`config.mk`:
```
export PLATFORM = sky130hd
export DESIGN_NAME = mult_control
export DESIGN_NICKNAME = d
export VERILOG_FILES = /design/src/rtl/mult_pkg.sv /design/src/rtl/mult_control.sv
export SDC_FILE = /design/constraint.sdc
export NUM_CORES = 1
export LEC_CHECK = 0
export CAP_MARGIN = 20
export CELL_PAD_IN_SITES_DETAIL_PLACEMENT = 0
export CELL_PAD_IN_SITES_GLOBAL_PLACEMENT = 2
export CORE_MARGIN = 2
export CORE_UTILIZATION = 23
export DETAILED_ROUTE_END_ITERATION = 10
export MAX_ROUTING_LAYER = met4
export PLACE_DENSITY = 0.73
export SLEW_MARGIN = 20
export SYNTH_ARGS = -nofsm -noshare
export SYNTH_HDL_FRONTEND = slang
export SYNTH_SLANG_ARGS = --single-unit
```
`constraint.sdc`:
```
create_clock -name Clk -period 2 [get_ports Clk]
set_input_delay 0.2 -clock Clk [delete_from_list [all_inputs] [get_ports Clk]]
set_output_delay 0.2 -clock Clk [all_outputs]
set_load 0.005 [all_outputs]
```
`src/rtl/mult_pkg.sv`:
```
// rtl/mult_pkg.sv - shared types and defaults for the signed add-shift multiplier
package mult_pkg;

    localparam int N_BITS_DEF = 8;

    typedef enum logic [2:0] {
        IDLE,
        CLR,
        ADD,
        SHIFT,
        HOLD
    } state_t;

endpackage

```
`src/rtl/mult_control.sv`:
```
// rtl/mult_control.sv - sequencing FSM for the signed add-shift multiplier
module mult_control
    import mult_pkg::*;
#(
    parameter int N_BITS = N_BITS_DEF
) (
    input  logic Clk,
    input  logic Reset,
    input  logic Run,
    input  logic ClearA_LoadB,
    input  logic M,
    output logic ClrA,
    output logic LdB,
    output logic AddEn,
    output logic SubEn,
    output logic ShiftEn,
    output logic Busy,
    output logic Done
);

    localparam int CW = (N_BITS > 1) ? $clog2(N_BITS) : 1;
    localparam logic [CW-1:0] LAST_ITER = CW'(N_BITS - 1);

    state_t state;
    state_t state_next;
    logic [CW-1:0] iter_cnt;
    logic last_iter;

    assign last_iter = (iter_cnt == LAST_ITER);

    always_ff @(posedge Clk) begin
        if (Reset) begin
            state    <= IDLE;
            iter_cnt <= '0;
        end else begin
            state <= state_next;
            // The counter never wraps: SHIFT on the last iteration leaves for HOLD instead
            if (state == CLR)
                iter_cnt <= '0;
            else if (state == SHIFT && !last_iter)
                iter_cnt <= iter_cnt + 1'b1;
        end
    end

    always_comb begin
        state_next = state;
        unique case (state)
            IDLE:    if (Run) state_next = CLR;
            CLR:     state_next = ADD;
            ADD:     state_next = SHIFT;
            SHIFT:   state_next = last_iter ? HOLD : ADD;
            HOLD:    if (!Run) state_next = IDLE;
            default: state_next = IDLE;
        endcase
    end

    // Strobes are decoded straight from state; ADD and IDLE also look at inputs
    always_comb begin
        ClrA    = 1'b0;
        LdB     = 1'b0;
        AddEn   = 1'b0;
        SubEn   = 1'b0;
        ShiftEn = 1'b0;
        Busy    = 1'b0;
        Done    = 1'b0;
        unique case (state)
            IDLE: begin
                if (!Run && ClearA_LoadB) begin
                    ClrA = 1'b1;
                    LdB  = 1'b1;
                end
            end
            CLR: begin
                ClrA = 1'b1;
                Busy = 1'b1;
            end
            ADD: begin
                Busy  = 1'b1;
                AddEn = M && !last_iter;
                SubEn = M && last_iter;
            end
            SHIFT: begin
                Busy    = 1'b1;
                ShiftEn = 1'b1;
            end
            HOLD: begin
                Done = 1'b1;
            end
            default: begin
                Busy = 1'b0;
            end
        endcase
    end

endmodule

```
==> results.yml, run 1 <==
die:
  dieArea_um2: 1683
  rows: 13
  die-height_um: 41.03
  ios: 12
  die_w_um: 41.03
  start_util: 0.2454
  core_um2: 1285
global_routing:
  grt_pass1_wl_um: 1283
  grt_pass1_vias: 305
  gr-total-overflow: 0
  gr-usage-all-layers: 0.1329
  grt_max_degree: 10
  antenna_found_initial: 0
setup_path:
  critPathCaptureType: "primary output"
  crit_fanout: 3
  path_delay_family: "buffers and inverters"
  critPathArrivalTime_ns: 1.67
  crit_chain: "ha_1 > ha_2 > and4b_1 > clkdlybuf4s50_1"
  cpMaxStageDelayCell: "clkdlybuf4s50_1"
  path_depth: 4
  start_kind: "flip-flop"
  criticalPathCategory: "reg2out"
  slowest_delay_ns: 0.49
  required_ns: 1.80
  reg2reg_depth: 4
  crit_buf_inv: 1
clock_network:
  post-cts-setup-buffers: 0
  clock-sinks: 6
  root_buffer: "clkbuf_4"
  cts-htree-levels: 1
  cts_buffers: 3
  cts_tree: "yes"
  clock_path_buffers: 2
  hold_buffers: 0
  cts.clk_slew.worst_paths_ns: 0.05
  insertion_delay_ns: 0.25
  post_cts_resized: 0
power:
  power.switching_mw: 0.07181
  clkPwrFrac: 0.395
  power.share.combinational: 0.158
  p_leak_nw: 0.2035
  p_per_area_nw_per_um2: 620.3
  ir_drop_mv: 0.3622
  pwr-share-seq: 0.447
  cellInternalPower_mw: 0.2208
  swShare: 0.2454
placement:
  dpl_cell_area_um2: 444.2
  dpl.hpwl_um: 526.3
  numPortBuffers: 11
  gp_congestion: 0.6336
timing:
  clock_skew_ns: 0.009717
  setup-violations-final: 0
  hold_viol: 0
  tightest_slew_ns: 0.2754
  rsz0062_at_grt: "no"
  period_share: 0.9349
  post-route-min-period_ns: 1.870
  fin_setup_tns_ns: 0
  fmax_ghz: 0.5348
  max_slew_margin: 0.8157
  maxSlewViolCount: 0
finish:
  multi_input_area_um2: 197.7
  syn_to_final_growth_pct: 49.60
  most-common-layout-cells: "clkdlybuf4s50_1, dfxtp_1, nor2_1"
  layout-drive-gt1-share: 0.1429
  num_antenna_cells: 0
  fillCellCount: 139
  regArea_um2: 120.1
  final_common_cell: "clkdlybuf4s50_1"
  final_nets: 58
  finish.instance_area_um2: 471.7
synth:
  syn-num-nets: 42
  synth.distinct_cells: 18
  syn_avg_cell_area_um2: 9.009
  ys_seq_area_frac: 0.3810
  synth_seq_cells: 6
  yosysWarnings: 0
  syn_inst: 35
  synth_area_um2: 315.3
drt:
  drtPass1Iterations: 2
  drt_iter0_drc: 10
  ant_nets: 0
  wl_per_cell_um: 11.84
  num_vias: 320
  via_per_inst: 5.000
  drc: 0
  wl_um: 758
min_path:
  min_path_cells: 2
  hold_class: "reg2reg"
job:
  maxCapViolCount: 0
status:
  status: "complete, no violations"
logic make-up (layout without fill, tap and decap cells):
logic type,Yosys count,in the layout,synth area share
AOI/OAI and AO/OA,9,9,0.1944
adders and majority gates,2,2,0.07935
buffers and inverters,0,14,0
DFF,6,6,0.3810
and+or+nand+nor,18,18,0.3453
per-layer routing:
layer,GRT usage,vias up,part of all wire
met5,-,-,0
met4,0.07500,0,0.011
met3,0.09783,2,0.087
met2,0.1602,10,0.43
met1,0.1541,149,0.47
li1,-,159,-
synthesized netlist by cell type, drive strengths merged:
cell,instances,area share
dfxtp,6,0.38
nor2,5,0.060
a21oi,3,0.048
and2,3,0.071
o21ai,3,0.048
and3,2,0.040
ha,2,0.079
nand2,2,0.024
nand2b,2,0.040
a2111oi,1,0.048
a32oi,1,0.028
and4b,1,0.032
and4bb,1,0.040
nor2b,1,0.020
nor4,1,0.020
o21bai,1,0.024
cell type report:
| class | count | share of cell area |
|---|---|---|
| multi-input cells | 29 | 0.4191 |
| flip-flops and latches | 6 | 0.2546 |
| repair buffers | 11 | 0.2387 |
| clock buffers | 3 | 0.04775 |
| well taps | 15 | 0.03979 |
path summary, 6_finish.rpt:
path,startpoint,to,slack (ns)
worst max-delay path,iter_cnt[0],AddEn,0.13
worst min-delay path,iter_cnt[1],iter_cnt[1],0.47
worst max register to register,iter_cnt[0],state[1],0.69
worst min register to register,iter_cnt[1],iter_cnt[1],0.47
metrics by stage:
stage / std cells / hold slack [ns] / setup slack [ns] / power (mW) / util
2_1_floorplan: 35 / 0.2691 / 0.7459 / 0.1493 / -
3_3_place_gp: 61 / 0.4641 / 0.2680 / 0.1781 / 0.3457
3_5_place_dp: 61 / 0.4704 / 0.2420 / 0.1789 / 0.3457
4_1_cts: 64 / 0.4774 / 0.02197 / 0.2981 / 0.3632
5_1_grt: 64 / 0.4974 / 0.06045 / 0.3157 / 0.3671
6_report: 64 / 0.4737 / 0.1302 / 0.2926 / 0.3671
worst register-to-register path, stage by stage, from the launching register on:
cell       delay (ns)
dfxtp_1          0.32
ha_1             0.20
ha_2             0.18
and2_4           0.18
a2111oi_2        0.33
power by group through the flow:
stage,Clock (mW),Combinational (mW),Sequential [mW]
floorplan,0,0.0185,0.131
global placement,0,0.0456,0.132
detailed placement,0,0.0463,0.133
CTS,0.121,0.0467,0.130
global route,0.133,0.0516,0.131
finish,0.116,0.0462,0.131
registers in the layout, summed over array words and instances, names as in the netlist:
| signal | count |
|---|---|
| state | 3 |
| iter_cnt | 3 |
Power figures use the tool's default switching activity.
==> run 2: changes to the inputs <==
Settings changed: PLACE_DENSITY 0.73 to default, PLACE_DENSITY_LB_ADDON from default to 0.1, REMOVE_ABC_BUFFERS from default to 1, SETUP_SLACK_MARGIN from default to 0.02.
==> run 2 against run 1 <==
Global-route usage is 1.4 points lower. First-iteration DRC count is 70% lower. Final cell count is 3.1% higher. Worst hold slack better by 0.0087 ns. Largest power group unchanged. Highest routed layer is now met3.
==> results.yml, run 2 (same netlist as run 1, synthesis figures left out) <==
finish:
  final_nets: 60
  final_common_cell: "clkdlybuf4s50_1"
  fillCellCount: 129
  syn_to_final_growth_pct: 57.54
  layout-drive-gt1-share: 0.1961
  top_regs: "iter_cnt: 3 flops, state: 3 flops"
  num_antenna_cells: 0
  most-common-layout-cells: "clkdlybuf4s50_1, dfxtp_1, nor2_1"
global_routing:
  gr-total-overflow: 0
  grt_max_degree: 10
  gr-usage-all-layers: 0.1189
  grt_pass1_vias: 250
  antenna_found_initial: 0
  grt_pass1_wl_um: 1131
die:
  dieArea_um2: 1683
  ios: 12
  die-height_um: 41.03
  die_w_um: 41.03
  start_util: 0.2454
  rows: 13
  core_um2: 1285
drt:
  ant_nets: 0
  drt_iter0_drc: 3
  wl_um: 775
  wl_per_cell_um: 11.74
  drc: 0
  via_per_inst: 4.697
  drtPass1Iterations: 3
  num_vias: 310
timing:
  hold_ws_ns: 0.4824
  hold_viol: 0
  post-route-min-period_ns: 1.916
  tightest_slew_ns: 0.2940
  final.setup.worst_slack_ns: 0.08438
  fmax_ghz: 0.5220
  max_slew_margin: 0.8038
  setup-violations-final: 0
  maxSlewViolCount: 0
  rsz0062_at_grt: "no"
  clock_skew_ns: 0.005106
  period_share: 0.9578
  fin_setup_tns_ns: 0
clock_network:
  cts-htree-levels: 1
  root_buffer: "clkbuf_4"
  insertion_delay_ns: 0.24
  hold_buffers: 0
  cts.clk_slew.worst_paths_ns: 0.04
  cts_tree: "yes"
  clock_path_buffers: 2
  clock-sinks: 6
  cts_buffers: 3
setup_path:
  crit_fanout: 4
  criticalPathCategory: "reg2out"
  r2r_slack_ns: 0.61
  reg2reg_to: "state[1]"
  required_ns: 1.80
  critPathCaptureType: "primary output"
  reg2reg_depth: 5
  start_kind: "flip-flop"
  cp-startpoint: "iter_cnt[0]"
  r2r-start: "iter_cnt[0]"
  critPathArrivalTime_ns: 1.72
min_path:
  min-delay-start: "iter_cnt[1]"
  min_to: "iter_cnt[1]"
  hold_class: "reg2reg"
  min_path_cells: 2
placement:
  dpl_worst_slack_ns: 0.2385
  gp_congestion: 0.6911
  dpl.hpwl_um: 561.2
  numPortBuffers: 11
power:
  ir_drop_mv: 0.3095
  p_total_mw: 0.2856
  p_per_area_nw_per_um2: 574.9
  p_leak_nw: 0.1927
job:
  maxCapViolCount: 0
status:
  status: "complete, no violations"
## run 2: critical path: stages (launching register included)
cell and delay (ns):
dfxtp_1 0.34, ha_2 0.20, ha_4 0.13, and2_4 0.16, and3_1 0.15, clkdlybuf4s50_1 0.49
## run 2: final cells by class
class	instances	area [um2]	share of cell area
multi-input cells	29	210.2	0.4232
clock buffers	3	22.52	0.04534
repair buffers	13	125.1	0.2519
well taps	15	18.77	0.03778
flip-flops and latches	6	120.1	0.2418
## run 2: how the worst max path moves through the flow
stage / endpoint / depth (start not counted) / slack (ns)
after detailed placement: ClrA / 5 / 0.24
after CTS: SubEn / 5 / 0.02
after floorplan: state[1] / 4 / 0.75
after global routing: SubEn / 5 / 0.02
after global placement: ClrA / 5 / 0.27
final: SubEn / 5 / 0.08
## run 2: power breakdown
group	leakage [nW]	switching (mW)	total (mW)	internal, mW
clock network	0.0138	0.0405	0.108	0.0677
registers	0.0489	0.00671	0.131	0.124
logic	0.130	0.0179	0.0464	0.0286
## run 2: per-stage QoR
step                      utilization  cells  area (um2)
after global routing           0.3866     66       496.7
final                          0.3866     66       496.7
after floorplan                     -     35       315.3
after CTS                      0.3632     64       466.7
after global placement         0.3457     61       444.2
after detailed placement       0.3457     61       444.2
## run 2: what timing repair did
item | CTS | global route
gates resized for setup | 0 | 3
buffers inserted | 0 | 2
setup endpoints to repair | 0 | 2
## run 2: layer usage
layer | vias to the layer above | routed length [um] | track usage
met1 | 136 | 407 | 0.1405
li1 | 164 | - | -
met4 | 0 | 0 | 0.07500
met5 | - | 0 | -
met2 | 10 | 321 | 0.1523
met3 | 0 | 46 | 0.06522
==> run 3: changes to the inputs <==
Settings changed: CTS_CLUSTER_SIZE from default to 14.
==> results of run 3 <==
Same layout as run 2: the final DEF is identical, and so are final timing and power.
